$ cat config.mk
export PLATFORM = sky130hd
export DESIGN_NAME = spi_slave_core
export DESIGN_NICKNAME = d
export VERILOG_FILES = /design/src/rtl/spi_slave_core.sv
export SDC_FILE = /design/constraint.sdc
export NUM_CORES = 1
export LEC_CHECK = 0
export ABC_AREA = 1
export CORE_MARGIN = 5
export CORE_UTILIZATION = 60
export DETAILED_ROUTE_END_ITERATION = 10
export PLACE_DENSITY = 0.83
export SLEW_MARGIN = 20
export SYNTH_ARGS = -nofsm -noshare
export SYNTH_HDL_FRONTEND = slang
export SYNTH_SLANG_ARGS = --single-unit
$ cat constraint.sdc
create_clock -name clk -period 17.9 [get_ports clk]
set_input_delay 3.58 -clock clk [delete_from_list [all_inputs] [get_ports clk]]
set_output_delay 3.58 -clock clk [all_outputs]
set_load 0.05 [all_outputs]
$ cat src/rtl/spi_slave_core.sv
// SPI slave serializer/deserializer: oversamples SCLK/CS_N/MOSI in the clk domain and
// shifts 1..MAX_WORD-bit words in all four CPOL/CPHA modes with TX/RX valid/ready handshakes.
module spi_slave_core #(
    parameter int SYNC_STAGES = 2,
    parameter int MAX_WORD    = 32
) (
    input  logic        clk,
    input  logic        rst,
    input  logic        enable,
    input  logic        cpol,
    input  logic        cpha,
    input  logic [5:0]  word_len,
    input  logic        lsb_first,
    input  logic [31:0] tx_data,
    input  logic        tx_valid,
    output logic        tx_ready,
    output logic [31:0] rx_data,
    output logic        rx_valid,
    input  logic        rx_ready,
    output logic        rx_overrun,
    output logic        tx_underrun,
    output logic        busy,
    input  logic        spi_sclk,
    input  logic        spi_cs_n,
    input  logic        spi_mosi,
    output logic        spi_miso,
    output logic        spi_miso_oe
);

    localparam int         IW      = (MAX_WORD > 1) ? $clog2(MAX_WORD) : 1;
    localparam logic [5:0] MAX_LEN = 6'(MAX_WORD);

    typedef enum logic [1:0] {IDLE, LOAD, SHIFT} state_t;

    state_t                state_reg;
    logic [SYNC_STAGES-1:0] sclk_pipe_reg;
    logic [SYNC_STAGES-1:0] cs_pipe_reg;
    logic [SYNC_STAGES-1:0] mosi_pipe_reg;
    logic                  sclk_prev_reg;
    logic                  cs_prev_reg;

    logic [5:0]            bit_cnt_reg;
    logic [5:0]            len_reg;
    logic [MAX_WORD-1:0]   rx_sr_reg;
    logic [MAX_WORD-1:0]   tx_sr_reg;
    logic [MAX_WORD-1:0]   hold_reg;
    logic [MAX_WORD-1:0]   done_word_reg;
    logic                  hold_full_reg;
    logic                  done_reg;
    logic                  under_pend_reg;

    logic                  sclk_s;
    logic                  cs_s;
    logic                  mosi_s;
    logic                  sclk_chg;
    logic                  lead_edge;
    logic                  trail_edge;
    logic                  sample_edge;
    logic                  drive_edge;
    logic                  cs_fall;
    logic                  last_bit;
    logic                  load_now;
    logic [5:0]            eff_len;
    logic [IW-1:0]         first_idx;
    logic [IW-1:0]         cur_idx;
    logic [MAX_WORD-1:0]   load_word;
    logic [MAX_WORD-1:0]   rx_next;

    always_ff @(posedge clk or posedge rst) begin
        if (rst) begin
            sclk_pipe_reg <= '0;
            cs_pipe_reg   <= '1;
            mosi_pipe_reg <= '0;
            sclk_prev_reg <= 1'b0;
            cs_prev_reg   <= 1'b1;
        end else begin
            sclk_pipe_reg <= {sclk_pipe_reg[SYNC_STAGES-2:0], spi_sclk};
            cs_pipe_reg   <= {cs_pipe_reg[SYNC_STAGES-2:0], spi_cs_n};
            mosi_pipe_reg <= {mosi_pipe_reg[SYNC_STAGES-2:0], spi_mosi};
            sclk_prev_reg <= sclk_s;
            cs_prev_reg   <= cs_s;
        end
    end

    assign sclk_s      = sclk_pipe_reg[SYNC_STAGES-1];
    assign cs_s        = cs_pipe_reg[SYNC_STAGES-1];
    assign mosi_s      = mosi_pipe_reg[SYNC_STAGES-1];
    assign sclk_chg    = sclk_s ^ sclk_prev_reg;
    assign lead_edge   = sclk_chg && (sclk_s != cpol);
    assign trail_edge  = sclk_chg && (sclk_s == cpol);
    assign sample_edge = cpha ? trail_edge : lead_edge;
    assign drive_edge  = cpha ? lead_edge : trail_edge;
    assign cs_fall     = cs_prev_reg && !cs_s;

    assign tx_ready    = !hold_full_reg;
    assign busy        = enable && !cs_s;

    always_comb begin
        eff_len = word_len;
        if (word_len == 6'd0) begin
            eff_len = 6'd8;
        end else if (word_len > MAX_LEN) begin
            eff_len = MAX_LEN;
        end
        load_word = hold_full_reg ? hold_reg : '0;
        first_idx = IW'(lsb_first ? 6'd0 : eff_len - 6'd1);
        cur_idx   = IW'(lsb_first ? bit_cnt_reg : len_reg - 6'd1 - bit_cnt_reg);
        if (lsb_first) begin
            rx_next = rx_sr_reg | ({{(MAX_WORD-1){1'b0}}, mosi_s} << bit_cnt_reg);
        end else begin
            rx_next = {rx_sr_reg[MAX_WORD-2:0], mosi_s};
        end
        last_bit = (bit_cnt_reg + 6'd1) == len_reg;
        load_now = !cs_s && ((state_reg == LOAD) ||
                             (state_reg == SHIFT && sample_edge && last_bit));
    end

    always_ff @(posedge clk or posedge rst) begin
        if (rst) begin
            state_reg      <= IDLE;
            bit_cnt_reg    <= '0;
            len_reg        <= 6'd8;
            rx_sr_reg      <= '0;
            tx_sr_reg      <= '0;
            hold_reg       <= '0;
            done_word_reg  <= '0;
            hold_full_reg  <= 1'b0;
            done_reg       <= 1'b0;
            under_pend_reg <= 1'b0;
            rx_data        <= '0;
            rx_valid       <= 1'b0;
            rx_overrun     <= 1'b0;
            tx_underrun    <= 1'b0;
            spi_miso       <= 1'b0;
            spi_miso_oe    <= 1'b0;
        end else begin
            rx_overrun  <= 1'b0;
            tx_underrun <= 1'b0;
            done_reg    <= 1'b0;
            if (!enable) begin
                state_reg      <= IDLE;
                bit_cnt_reg    <= '0;
                hold_full_reg  <= 1'b0;
                under_pend_reg <= 1'b0;
                rx_valid       <= 1'b0;
                spi_miso       <= 1'b0;
                spi_miso_oe    <= 1'b0;
            end else begin
                // Completed word is published one cycle after the final sample.
                if (done_reg) begin
                    if (rx_valid && !rx_ready) begin
                        rx_overrun <= 1'b1;
                    end else begin
                        rx_data  <= 32'(done_word_reg);
                        rx_valid <= 1'b1;
                    end
                end else if (rx_valid && rx_ready) begin
                    rx_valid <= 1'b0;
                end

                if (tx_valid && !hold_full_reg) begin
                    hold_reg      <= tx_data[MAX_WORD-1:0];
                    hold_full_reg <= 1'b1;
                end

                case (state_reg)
                    IDLE: begin
                        spi_miso_oe <= 1'b0;
                        bit_cnt_reg <= '0;
                        if (cs_fall) begin
                            state_reg <= LOAD;
                        end
                    end
                    LOAD: begin
                        state_reg <= cs_s ? IDLE : SHIFT;
                    end
                    SHIFT: begin
                        if (cs_s) begin
                            state_reg      <= IDLE;
                            spi_miso_oe    <= 1'b0;
                            bit_cnt_reg    <= '0;
                            under_pend_reg <= 1'b0;
                        end else if (sample_edge) begin
                            // An empty load only counts as underrun once the word actually starts.
                            if (under_pend_reg) begin
                                tx_underrun    <= 1'b1;
                                under_pend_reg <= 1'b0;
                            end
                            if (last_bit) begin
                                done_reg      <= 1'b1;
                                done_word_reg <= rx_next;
                            end else begin
                                rx_sr_reg   <= rx_next;
                                bit_cnt_reg <= bit_cnt_reg + 6'd1;
                            end
                        end else if (drive_edge) begin
                            spi_miso <= tx_sr_reg[cur_idx];
                        end
                    end
                    default: state_reg <= IDLE;
                endcase

                if (load_now) begin
                    tx_sr_reg      <= load_word;
                    rx_sr_reg      <= '0;
                    bit_cnt_reg    <= '0;
                    len_reg        <= eff_len;
                    spi_miso       <= load_word[first_idx];
                    spi_miso_oe    <= 1'b1;
                    under_pend_reg <= !hold_full_reg;
                    if (hold_full_reg) begin
                        hold_full_reg <= 1'b0;
                    end
                end
            end
        end
    end

endmodule

==> out/results.tsv, run 1 <==
stage	metric	value	unit
status	status	complete, no violations	
place	Port Buffers	87	
global_routing	antenna violations before repair	0	
setup_path	CP startpoint	enable	
finish	final net count	1279	
route	first-pass detailed-route iteration total	6	
timing	Setup WS post-layout	8.838	ns
logic_synthesis	synthesized cell area	0.009569	sq mm
floorplanning	io pins	88	
finish	post-route cell area	0.01108	sq mm
place	placed insts	1420	
logic_synthesis	syn avg cell area	8.193	sq um
floorplanning	Die Y	136.3	microns
global_routing	first-pass GRT wire length	36.41	mm
route	post-DR vias/cell	5.492	
logic_synthesis	Synth Area in Compound Gates	14.61	%
clock_tree	hold_buf cts	0	
finish	layout cells sized above 1	10.76	%
setup_path	crit-path max FO	8	
logic_synthesis	mux cell area share after synthesis	3.766	%
setup_path	CP Class	input pin to output port	
route	# DRC	0	
timing	post-layout min period	9.062	ns
timing	Tcrit/Tclk final	50.63	%
pwr	Leak	5.222	nW
global_routing	largest net degree at the start of global routing	118	
timing	RSZ-0062 raised after global routing	false	
timing	post-route setup TNS	0	ns
timing	Worst Tran Pin Value	0.9483	ns
route	detailed-route wire length per cell	14.75	microns
setup_path	CP required	14.32	ns
finish	n_diodes	0	
setup_path	crit path DAT	5.48	ns
pwr	total power	1.091	mW
setup_path	critical path capture point type	output port	
logic_synthesis	Cell variety after synth	38	
setup_path	critical path launch point type	input pin	
floorplanning	Cell Rows	46	
logic_synthesis	post-synthesis sequential area ratio	49.74	%
floorplanning	core area	0.01577	sq mm
route	Routed Antenna Nets	0	
clock_tree	maximum clock insertion buffer count	2	
place	detailed-placement wirelength estimate	14.42	mm
clock_tree	# resized after CTS	0	
timing	fmax	0.1103	GHz
logic_synthesis	Async SR Flop Fraction	100.0	%
route	Vias	7975	
finish	Finished Layout Cells	1452	
clock_tree	Worst-Skew Late Latency	0.43	ns
logic_synthesis	Synth Area in XOR/XNOR	0.6407	%
route	DRT iter0 DRCs	956	
logic_synthesis	simple-gate area share of the yosys netlist	21.18	%
clock_tree	Clock Tree Root	clkbuf_16	
floorplanning	die width	136.3	microns
setup_path	FF-to-FF Start	bit_cnt_reg[0]	
flow_run	max_cap viols	0	
global_routing	vias in the first global route	7403	
route	Final Routed Wirelength	21.42	mm
timing	Slew Limit Fails	0	
clock_tree	H-tree levels	4	
clock_tree	# clock sinks	190	
logic_synthesis	main flop type after synthesis	dfrtp_1	
logic_synthesis	Mapped Cells	1168	
finish	Area growth syn-to-layout	15.74	%
place	dpl ws	8.909	ns
hold_path	Worst Hold Launch	sclk_pipe_reg[0]	
place	GPL Wtd Cong	0.9592	
logic_synthesis	Net Count, Synth	1224	
clock_tree	Post-CTS Setup Bufs	0	
timing	Slew headroom	36.35	%
global_routing	GR Overflow Total	0	
logic_synthesis	register bit total from synthesis	190	
logic_synthesis	largest family of logic cells by synthesized area	simple AND/OR/NAND/NOR gates	
clock_tree	Clk pin slew, worst setup/hold paths	0.06	ns
clock_tree	TritonCTS Buffers	17	
hold_path	Hold Path Class	flop to flop	
place	placed inst area	0.01044	sq mm
floorplanning	initial core utilization	60.68	%
timing	Hold Fails Final Rpt	0	
timing	final setup violating endpoints	0	
logic_synthesis	Post-synth EDFFs	0	
clock_tree	CTS tree	done	
logic_synthesis	Synth Area in Adders	0.9937	%
floorplanning	die area	0.01857	sq mm
timing	Clock Skew	0.006222	ns
global_routing	GR Util All Layers	24.27	%
pwr	PD cells	98.48	mW/mm^2
pwr	worst vdd ir	0.06936	mV
logic_synthesis	Synth Warn #	0	
## power by group
part | total, mW | internal, mW | leakage (nW) | switching [mW]
logic | 0.184 | 0.0740 | 2.57 | 0.110
registers | 0.501 | 0.475 | 2.34 | 0.0262
clock network | 0.406 | 0.239 | 0.306 | 0.166
## placed cells by master (no fill, tap or decap), drive strengths merged, types with 5 or more instances in the layout
cell type and instances:
clkinv 5, ha 6, nand3b 6, a21oi 55, nor2 107, inv 142, nand3 47, buf 7
nand2 317, o211ai 7, mux2 32, o21ai 164, xor2 5, dfrtp 186, nand4 13, nor3 6
clkbuf 20, clkdlybuf4s50 87
## area by class of cell
cell class                      instances  area [sq um]
Sequential cell                       190          4760
Fill cell                            1249          4695
Multi-Input combinational cell        780          3959
Timing Repair Buffer                   94         923.4
Inverter                              140         535.5
Clock buffer                           20         446.7
Tap cell                              216         270.3
Clock inverter                         12         181.4
## metal layers
layer | global-route usage, % | up-vias | wire length (microns)
li1 | - | 3844 | -
met1 | 37.74 | 3789 | 10180
met2 | 35.69 | 307 | 9483
met3 | 4.034 | 35 | 1465
met4 | 5.879 | 0 | 291
met5 | 0 | - | 0
## stage by stage
stage,hold slack [ns],util (%)
after floorplan,0.3312,-
after global placement,0.3363,66.20
after detailed placement,0.3355,66.20
after CTS,0.3512,70.18
after global routing,0.3574,70.23
final,0.3493,70.23
## cell usage after synthesis (9+ instances only)
cell type  number  area [sq um]
o21ai_2        46         402.9
buf_2          17         85.08
buf_6           9         101.4
clkbuf_1       23         86.33
a21oi_1        55         275.3
nand3_1        46         230.2
mux2_2         32         360.4
o21ai_0       106         530.5
dfrtp_1       186          4654
nand2_1       314          1179
nand4_1        13         81.33
o21ai_1        11         55.05
inv_1         134         503.0
nor2_1        104         390.4
buf_4           9         67.56
## worst paths after layout
check                              endpoint  slack, ns  cells after the start
hold reg to reg            sclk_pipe_reg[1]       0.35                      0
min in group asynchronous      hold_reg[27]       3.72                      2
hold / removal             sclk_pipe_reg[1]       0.35                      0
setup reg to reg                   spi_miso      14.53                     16
setup / recovery                       busy       8.84                      4
max in group asynchronous     rx_sr_reg[12]      12.74                      3
## critical path, cell delays in order
cell and delay [ns]:
clkdlybuf4s50_1 0.69, inv_1 0.16, nor2_1 0.22, clkdlybuf4s50_1 0.84
## cell families after synthesis
| family | Yosys count |
|---|---|
| XOR/XNOR | 7 |
| buffers and inverters | 198 |
| AND/OR/NAND/NOR | 499 |
| AO/OA/AOI/OAI | 235 |
| adder cells (fa/ha/maj) | 7 |
| multiplexers | 32 |
| flip-flops | 190 |
Note: power is estimated with default switching activity, not from simulation.
==> inputs of run 2 (changes only) <==
--- a/config.mk
+++ b/config.mk
@@ -7,9 +7,9 @@
 export LEC_CHECK = 0
 export ABC_AREA = 1
 export CORE_MARGIN = 5
-export CORE_UTILIZATION = 60
+export CORE_UTILIZATION = 52
 export DETAILED_ROUTE_END_ITERATION = 10
-export PLACE_DENSITY = 0.83
+export PLACE_DENSITY = 0.76
 export SLEW_MARGIN = 20
 export SYNTH_ARGS = -nofsm -noshare
 export SYNTH_HDL_FRONTEND = slang
==> constraint.sdc (replaced) <==
create_clock -name clk -period 7.5 [get_ports clk]
set_input_delay 1.5 -clock clk [delete_from_list [all_inputs] [get_ports clk]]
set_output_delay 1.5 -clock clk [all_outputs]
set_load 0.05 [all_outputs]
==> run 2 against run 1 <==
First-iteration DRC count shrank 19%. Worst hold slack gained 0.0065 ns. Via count shrank 2.8%. Die area grew 14%. Sequential cell count is the same. Combinational power grew 130%. Count of clock-buffer cells in the layout shrank 2. Global-route usage shrank 4.0 points. Clock skew grew 0.0024 ns. Final area grew 0.23%.
==> out/results.tsv, run 2 (synthesized netlist as in run 1, its figures left out) <==
stage	metric	value	unit
setup_path	crit-path max FO	8	
global_routing	GR Util All Layers	20.24	%
route	Final Routed Wirelength	21.11	mm
floorplanning	initial core utilization	53.09	%
timing	Worst Tran Pin Value	0.8622	ns
clock_tree	Clock Tree Root	clkbuf_16	
setup_path	CP required	6.00	ns
timing	Slew headroom	42.14	%
setup_path	CP Class	input pin to output port	
finish	n_diodes	0	
timing	post-layout min period	4.923	ns
pwr	Leak	5.224	nW
floorplanning	io pins	88	
global_routing	met2 usage	30.83	%
route	Routed Antenna Nets	0	
finish	final net count	1280	
clock_tree	Worst-Skew Late Latency	0.44	ns
place	GPL Wtd Cong	0.9439	
floorplanning	die area	0.02122	sq mm
clock_tree	CTS tree	done	
clock_tree	H-tree levels	4	
finish	layout cells sized above 1	10.91	%
setup_path	critical path launch point type	input pin	
route	post-DR vias/cell	5.286	
place	placed inst area	0.01046	sq mm
place	placed insts	1434	
clock_tree	Clk pin slew, worst setup/hold paths	0.07	ns
timing	Clock Skew	0.008631	ns
global_routing	antenna violations before repair	0	
global_routing	met3 usage	3.613	%
pwr	PD cells	234.9	mW/mm^2
clock_tree	# clock sinks	190	
timing	fmax	0.2031	GHz
setup_path	crit path DAT	3.42	ns
global_routing	met1 Use GR	29.74	%
global_routing	GRT Max-Usage Layer	met2	
status	status	complete, no violations	
route	Vias	7749	
global_routing	vias in the first global route	7364	
finish	Layout Utilization	61.59	%
pwr	total power	2.607	mW
finish	most common cell after layout, fill and taps aside	nand2_1	
floorplanning	die width	145.7	microns
finish	Finished Layout Cells	1466	
timing	RSZ-0062 raised after global routing	false	
global_routing	GR Overflow Total	0	
timing	Hold Fails Final Rpt	0	
hold_path	Hold Path Class	flop to flop	
floorplanning	Die Y	145.7	microns
route	DRT iter0 DRCs	775	
flow_run	max_cap viols	0	
pwr	worst vdd ir	0.1892	mV
timing	Slew Limit Fails	0	
finish	most frequent cells in the layout	nand2_1, dfrtp_1, inv_1	
clock_tree	hold_buf cts	0	
finish	Area growth syn-to-layout	16.00	%
route	detailed-route wire length per cell	14.40	microns
clock_tree	# resized after CTS	0	
route	# DRC	0	
timing	Tcrit/Tclk final	65.64	%
floorplanning	core area	0.01802	sq mm
global_routing	first-pass GRT wire length	36.12	mm
place	Port Buffers	87	
setup_path	critical path capture point type	output port	
route	first-pass detailed-route iteration total	6	
clock_tree	Post-CTS Setup Bufs	0	
timing	post-route setup TNS	0	ns
clock_tree	TritonCTS Buffers	17	
global_routing	largest net degree at the start of global routing	69	
finish	fillers	1555	
clock_tree	maximum clock insertion buffer count	2	
place	detailed-placement wirelength estimate	14.71	mm
finish	post-route cell area	0.01110	sq mm
floorplanning	Cell Rows	49	
timing	final setup violating endpoints	0	
[run 2: cell count changes in the layout (fill, tap and decap cells not counted), sizes merged]
cell      previous run  this run
clkbuf              20        18
inv                142       143
buf                  7         8
clkinvlp             1         2
[run 2: metrics by stage]
stage	worst slack [ns]	hold WS, ns
after floorplan	0.8361	0.3312
after global placement	2.697	0.3336
after detailed placement	2.631	0.3372
after CTS	2.618	0.3544
after global routing	2.498	0.3639
final	2.577	0.3558
[run 2: final timing paths]
check	startpoint	end	slack, ns	cells after the start
worst min-delay path	mosi_pipe_reg[0]	mosi_pipe_reg[1]	0.36	0
min in group asynchronous	rst	tx_sr_reg[21]	1.48	2
worst max-delay path	enable	busy	2.58	4
worst min register to register	mosi_pipe_reg[0]	mosi_pipe_reg[1]	0.36	0
max in group asynchronous	rst	tx_sr_reg[0]	4.81	3
worst max register to register	bit_cnt_reg[0]	spi_miso	4.28	16
[run 2: layout make-up]
| class | count | area (sq um) | area share [%] |
|---|---|---|---|
| clock buffers | 18 | 429.2 | 3.866 |
| inverters | 140 | 533.0 | 4.802 |
| repair buffers | 95 | 930.9 | 8.386 |
| flip-flops and latches | 190 | 4760 | 42.88 |
| well taps | 229 | 286.5 | 2.581 |
| clock inverters | 14 | 202.7 | 1.826 |
| multi-input cells | 780 | 3959 | 35.66 |
[run 2: power breakdown]
group          internal, mW  switching [mW]  total, mW  leakage (nW)
registers              1.13          0.0637       1.20          2.34
clock network         0.566           0.412      0.978         0.306
logic                 0.177           0.255      0.432          2.58
total                  1.88           0.731       2.61          5.22
[run 2: critical path: stages]
cell	delay, ns
clkdlybuf4s50_1	0.69
inv_1	0.16
nor2_1	0.21
clkdlybuf4s50_1	0.86
[run 2: routing by layer]
layer  part of all wire [%]  vias up
met1                     48     3624
met4                    1.6        0
met5                      0        -
li1                       -     3846
met2                     45      246
met3                    5.8       33
